## src/rtl/divisor_nbit_if.sv

```systemverilog
// Request/result bundle for the iterative divider.
//
// Handshake: the master raises start with A, B and signed_mode valid; the
// request is taken on a rising clk edge where busy is low and ignored
// otherwise. done pulses for one cycle with Q, R, div_zero and ovf valid.
// These result signals hold until the next done.
interface divisor_nbit_if #(
    parameter int WIDTH = 8
);
    logic             start;
    logic             signed_mode;
    logic [WIDTH-1:0] A;
    logic [WIDTH-1:0] B;
    logic [WIDTH-1:0] Q;
    logic [WIDTH-1:0] R;
    logic             done;
    logic             busy;
    logic             div_zero;
    logic             ovf;

    modport master (
        output start, signed_mode, A, B,
        input  Q, R, done, busy, div_zero, ovf
    );

    modport slave (
        input  start, signed_mode, A, B,
        output Q, R, done, busy, div_zero, ovf
    );
endinterface

```

## src/rtl/divisor_nbit.sv

```systemverilog
// Iterative restoring divider, one quotient bit per clock.
// Operands are converted to magnitudes on acceptance. WIDTH shift/subtract
// steps follow, MSB first. One final cycle applies sign correction and
// publishes the result. A zero divisor bypasses the iteration entirely.
module divisor_nbit #(
    parameter int WIDTH = 8
) (
    input  logic                 clk,
    input  logic                 rst_n,
    divisor_nbit_if.slave        bus,
    output logic [1:0]           dbg_state
);
    localparam int CW = $clog2(WIDTH + 1);

    typedef enum logic [1:0] {
        IDLE = 2'd0,
        CALC = 2'd1,
        ADJ  = 2'd2
    } state_t;

    state_t           state;
    state_t           state_nxt;

    // Remaining iteration count; loaded with WIDTH and counted down to zero.
    logic [CW-1:0]    cnt;
    // Raw dividend, kept for the divide-by-zero result.
    logic [WIDTH-1:0] a_raw;
    // Divisor magnitude.
    logic [WIDTH-1:0] b_mag;
    // Partial remainder; it always stays below b_mag, so WIDTH bits suffice.
    logic [WIDTH-1:0] rem;
    // Dividend magnitude shifting out at the top while quotient bits shift in.
    logic [WIDTH-1:0] quo;
    logic             neg_q;
    logic             neg_r;
    logic             ovf_pend;
    // Divide-by-zero accepted; the result is published on the next edge.
    logic             dz_pend;

    logic             busy_int;
    logic             accept;
    logic [WIDTH:0]   rem_sh;
    logic             fits;
    logic [WIDTH-1:0] rem_sub;
    logic             a_is_min;
    logic             b_is_neg_one;

    // Returns the magnitude of v. The value is treated as two's complement only when sm is set.
    // The most-negative value maps to 2**(WIDTH-1). That value still fits unsigned in WIDTH bits.
    function automatic logic [WIDTH-1:0] mag(input logic [WIDTH-1:0] v, input logic sm);
        return (sm && v[WIDTH-1]) ? -v : v;
    endfunction

    assign busy_int     = (state != IDLE) || dz_pend;
    assign accept       = bus.start && !busy_int;
    assign bus.busy     = busy_int;
    assign dbg_state    = state;

    assign a_is_min     = (bus.A == {1'b1, {(WIDTH-1){1'b0}}});
    assign b_is_neg_one = (bus.B == {WIDTH{1'b1}});

    // One restoring step: bring in the next dividend bit, then subtract if the divisor fits.
    assign rem_sh  = {rem, quo[WIDTH-1]};
    assign fits    = (rem_sh >= {1'b0, b_mag});
    assign rem_sub = rem_sh[WIDTH-1:0] - b_mag;

    // State register.
    always_ff @(posedge clk or negedge rst_n) begin
        if (!rst_n) begin
            state <= IDLE;
        end else begin
            state <= state_nxt;
        end
    end

    // Next-state logic. A zero divisor never leaves IDLE.
    always_comb begin
        state_nxt = state;
        case (state)
            IDLE: begin
                if (accept && (bus.B != '0)) begin
                    state_nxt = CALC;
                end
            end
            CALC: begin
                if (cnt == CW'(1)) begin
                    state_nxt = ADJ;
                end
            end
            ADJ: begin
                state_nxt = IDLE;
            end
            default: begin
                state_nxt = IDLE;
            end
        endcase
    end

    // Operand capture and the iteration datapath.
    always_ff @(posedge clk or negedge rst_n) begin
        if (!rst_n) begin
            cnt      <= '0;
            a_raw    <= '0;
            b_mag    <= '0;
            rem      <= '0;
            quo      <= '0;
            neg_q    <= 1'b0;
            neg_r    <= 1'b0;
            ovf_pend <= 1'b0;
            dz_pend  <= 1'b0;
        end else begin
            dz_pend <= 1'b0;
            if (accept) begin
                a_raw    <= bus.A;
                b_mag    <= mag(bus.B, bus.signed_mode);
                quo      <= mag(bus.A, bus.signed_mode);
                rem      <= '0;
                cnt      <= CW'(WIDTH);
                neg_q    <= bus.signed_mode && (bus.A[WIDTH-1] ^ bus.B[WIDTH-1]);
                neg_r    <= bus.signed_mode && bus.A[WIDTH-1];
                ovf_pend <= bus.signed_mode && a_is_min && b_is_neg_one;
                dz_pend  <= (bus.B == '0);
            end else if (state == CALC) begin
                rem <= fits ? rem_sub : rem_sh[WIDTH-1:0];
                quo <= {quo[WIDTH-2:0], fits};
                cnt <= cnt - CW'(1);
            end
        end
    end

    // Result registers. They change only on the edge that raises done.
    always_ff @(posedge clk or negedge rst_n) begin
        if (!rst_n) begin
            bus.Q        <= '0;
            bus.R        <= '0;
            bus.done     <= 1'b0;
            bus.div_zero <= 1'b0;
            bus.ovf      <= 1'b0;
        end else begin
            bus.done <= 1'b0;
            if (dz_pend) begin
                bus.Q        <= '1;
                bus.R        <= a_raw;
                bus.done     <= 1'b1;
                bus.div_zero <= 1'b1;
                bus.ovf      <= 1'b0;
            end else if (state == ADJ) begin
                // The MIN / -1 case needs no special handling here: its magnitude quotient
                // 2**(WIDTH-1) is not negated, so its bit pattern already equals MIN.
                bus.Q        <= neg_q ? -quo : quo;
                bus.R        <= neg_r ? -rem : rem;
                bus.done     <= 1'b1;
                bus.div_zero <= 1'b0;
                bus.ovf      <= ovf_pend;
            end
        end
    end
endmodule

```

## src/flat_wrapper.sv

```systemverilog
// flat-port wrapper written by rule: the top's interface ports become plain ports
module divisor_nbit_flat 
#(
    parameter int WIDTH = 8
)
  (clk, rst_n, dbg_state, bus_start, bus_signed_mode, bus_A, bus_B, bus_Q, bus_R, bus_done, bus_busy, bus_div_zero, bus_ovf);
  divisor_nbit_if #(.WIDTH(WIDTH)) bus_i ();
  input  logic clk;
  input  logic rst_n;
  output logic [1:0] dbg_state;
  input wire logic [$bits(bus_i.start)-1:0] bus_start;
  input wire logic [$bits(bus_i.signed_mode)-1:0] bus_signed_mode;
  input wire logic [$bits(bus_i.A)-1:0] bus_A;
  input wire logic [$bits(bus_i.B)-1:0] bus_B;
  output wire logic [$bits(bus_i.Q)-1:0] bus_Q;
  output wire logic [$bits(bus_i.R)-1:0] bus_R;
  output wire logic [$bits(bus_i.done)-1:0] bus_done;
  output wire logic [$bits(bus_i.busy)-1:0] bus_busy;
  output wire logic [$bits(bus_i.div_zero)-1:0] bus_div_zero;
  output wire logic [$bits(bus_i.ovf)-1:0] bus_ovf;
  assign bus_i.start = bus_start;
  assign bus_i.signed_mode = bus_signed_mode;
  assign bus_i.A = bus_A;
  assign bus_i.B = bus_B;
  assign bus_Q = bus_i.Q;
  assign bus_R = bus_i.R;
  assign bus_done = bus_i.done;
  assign bus_busy = bus_i.busy;
  assign bus_div_zero = bus_i.div_zero;
  assign bus_ovf = bus_i.ovf;
  divisor_nbit #(.WIDTH(WIDTH)) u_core (.clk(clk), .rst_n(rst_n), .bus(bus_i), .dbg_state(dbg_state));
endmodule
```

## config.mk

```make
export PLATFORM = sky130hd
export DESIGN_NAME = divisor_nbit_flat
export DESIGN_NICKNAME = d
export VERILOG_FILES = /design/src/rtl/divisor_nbit_if.sv /design/src/rtl/divisor_nbit.sv /design/src/flat_wrapper.sv
export SDC_FILE = /design/constraint.sdc
export NUM_CORES = 1
export LEC_CHECK = 0
export BUFFER_PORTS_ARGS = -buffer_cell sky130_fd_sc_hd__buf_2
export CAP_MARGIN = 20
export CORE_MARGIN = 3
export CORE_UTILIZATION = 41
export DETAILED_ROUTE_END_ITERATION = 10
export GPL_TIMING_DRIVEN = 0
export HOLD_SLACK_MARGIN = 0.03
export PLACE_DENSITY = 0.63
export REMOVE_ABC_BUFFERS = 1
export SYNTH_ARGS = -nofsm -noshare
export SYNTH_HDL_FRONTEND = slang
export SYNTH_SLANG_ARGS = --single-unit
```

## constraint.sdc

```tcl
create_clock -name clk -period 5.8 [get_ports clk]
set_input_delay 1.16 -clock clk [delete_from_list [all_inputs] [get_ports clk]]
set_output_delay 1.16 -clock clk [all_outputs]
set_load 0.05 [all_outputs]
```

==> reports/metrics.cfg <==
[clocking]
cts-root-buf = clkbuf_8
ctsLongestPathBuffers = 2
clock_latency_ns = 0.34
cts_setup_buffers = 0
cts.htree.levels = 3
clock_sinks = 61
clk_pin_slew_ns = 0.07
hold_buffers = 0
cts_inserted_buffers = 9
tritoncts = done
cts_resized = 0

[global_routing]
grt_pass1_vias = 2798
grt_overflow = 0
grt_max_degree = 38
grt_pass1_wl_microns = 13900
grt_antenna_before_repair = 0
grt.total_usage = 0.179

[synthesis]
synth_commonest_cells = dfrtp_1, nand2_1, nor2_1
ys_async_sr_fraction = 1.00
avgSynthCellArea_sq_um = 8.86
synth_cell_types = 44
synth-edff-count = 0
syn_inst = 392
yosysSeqAreaShare = 0.440
yosysWarnings = 0
synth.top_cell.area_share = 0.440
ys_ff_latch = 61
synthTopCellsByArea = dfrtp_1, nand2_1, ha_1
netlist_area_sq_um = 3470
synthFlopType = dfrtp_1
synth_top_cell_by_area = dfrtp_1

[timing]
fin_crit_ns = 2.76
finalSetupTns_ns = 0
slew_violations = 0
finClkSkew_ns = 0.0112
worst_pin_slew_ns = 1.03
hold_viol = 0
setup_viol = 0
clock.fmax_ghz = 0.362
timing.final.crit_share = 0.476
rsz0062_at_grt = no
slew-limit-headroom = 0.313

[die]
rows = 32
dieWidth_microns = 98.0
ios = 42
start_util = 0.436
core_area_sq_um = 7970
dieHeight_microns = 98.0
die_area_sq_um = 9610

[placed_design]
dp.cells = 521
place.gp.congestion = 0.876
port_buffers = 41
hpwl_microns = 5960

[setup_path]
crit_start = u_core.dz_pend$_DFF_PN0_
arrival_ns = 1.60
startpoint_type = register
r2r_cells = 6
crit_required_ns = 4.64
critPathCaptureType = output pin
r2r-start = u_core.rem[5]$_DFFE_PN0P_
ff2ff_setup_slack_ns = 3.12
worstSetupEndpoint = bus_busy
crit_fanout = 20
reg2reg_to = u_core.rem[7]$_DFFE_PN0P_
crit_type = reg -> out

[route]
drt_iter0_markers = 176
vias_per_cell = 5.39
drt-met1-wl_microns = 3920
vias = 2888
routedWlPerCell_microns = 15.3
met2_length_microns = 3650
maxUsedRoutingLayer = met4
wl_met3_microns = 477
wl_microns = 8180
drcViolationCount = 0
dr.pass1.iters = 4
ant_nets = 0

[final_layout]
stdcell_count = 536
area_delta_synth_final_pct = 15.0
antennaDiodeCount = 0
fillers = 771
drive_gt1_frac = 0.152
final_nets = 466

[pwr]
p_leak_nw = 1.79
powerDensity_nw_per_um2 = 623
vdd_drop_max_uv = 282

[flow_run]
maxCapViolCount = 0

[worst_hold_path]
hold_path.class = reg -> reg

[run_status]
outcome = finished, final reports clean

where the power goes:
group / total (mW) / internal, mW / leakage (nW) / switching, mW
Clock: 0.389 / 0.218 / 0.101 / 0.171
Sequential: 0.799 / 0.612 / 0.736 / 0.187
Combinational: 1.30 / 0.502 / 0.951 / 0.799
Total: 2.49 / 1.33 / 1.79 / 1.16
worst min path at each step:
stage	slack (ns)	depth (start not counted)	to	from
2_1_floorplan	0.45	2	u_core.a_raw[2]$_DFFE_PN0P_	u_core.a_raw[2]$_DFFE_PN0P_
3_3_place_gp	0.46	2	u_core.a_raw[7]$_DFFE_PN0P_	u_core.a_raw[7]$_DFFE_PN0P_
3_5_place_dp	0.46	2	u_core.a_raw[5]$_DFFE_PN0P_	u_core.a_raw[5]$_DFFE_PN0P_
4_1_cts	0.48	2	u_core.a_raw[5]$_DFFE_PN0P_	u_core.a_raw[5]$_DFFE_PN0P_
5_1_grt	0.51	2	u_core.a_raw[0]$_DFFE_PN0P_	u_core.a_raw[0]$_DFFE_PN0P_
6_report	0.48	2	u_core.a_raw[3]$_DFFE_PN0P_	u_core.a_raw[3]$_DFFE_PN0P_
state kept, by name, indices dropped and copies added, names as in the netlist, 2 cells and up:
name              count
u_core.bus.R          8
u_core.b_mag          8
u_core.rem            8
u_core.dbg_state      2
u_core.cnt            4
u_core.bus.Q          8
u_core.quo            8
u_core.a_raw          8
routing by layer:
layer	vias up	track usage
met4	0	0.0511
met5	-	0
met2	79	0.277
li1	1431	-
met1	1369	0.251
met3	9	0.0429
per-stage QoR:
step / util / total power [mW] / setup WS [ns] / area (sq um) / hold slack, ns
floorplan: - / 1.76 / 3.48 / 3410 / 0.446
global placement: 0.469 / 2.04 / 2.97 / 3740 / 0.463
detailed placement: 0.476 / 2.10 / 3.08 / 3790 / 0.464
CTS: 0.501 / 2.50 / 3.03 / 3990 / 0.482
global route: 0.501 / 2.69 / 2.84 / 3990 / 0.509
finish: 0.501 / 2.49 / 3.04 / 3990 / 0.478
cell families (layout without fill, tap and decap cells):
logic type	after synthesis	after routing	synth area share
AO/OA/AOI/OAI	87	87	0.159
buffers and inverters	39	81	0.0425
multiplexers	11	11	0.0317
XOR/XNOR	28	28	0.0706
AND/OR/NAND/NOR	150	150	0.197
flip-flops	61	61	0.440
adder cells (fa/ha/maj)	16	16	0.0598
critical path, stage by stage (launching register included):
cell	delay [ns]
dfrtp_1	0.61
nor3_1	0.37
inv_1	0.06
buf_2	0.21
area by class of cell:
class	instances	area, sq um	share of cell area
clock buffer	11	151	0.0379
clock inverter	4	47.5	0.0119
inverter	22	82.6	0.0207
multi-input combinational	292	1800	0.450
sequential	61	1530	0.382
tap	102	128	0.0320
timing repair buffer	44	260	0.0652
layout by cell type, fill, tap and decap left out, types with 3 or more instances in the layout:
cell,n
o211ai_1,4
nand2_1,61
a31oi_1,3
ha_1,15
nor3_1,8
nor4_1,3
dfrtp_1,61
xor2_1,11
clkbuf_8,11
nor2_1,35
xnor2_1,17
mux2i_1,11
a21oi_1,23
o21ai_0,34
nor2b_1,5
inv_1,22
a22oi_1,4
nand2b_1,6
o31ai_1,5
nand3_1,15
nor3b_1,3
buf_2,41
Power figures use the tool's default switching activity.
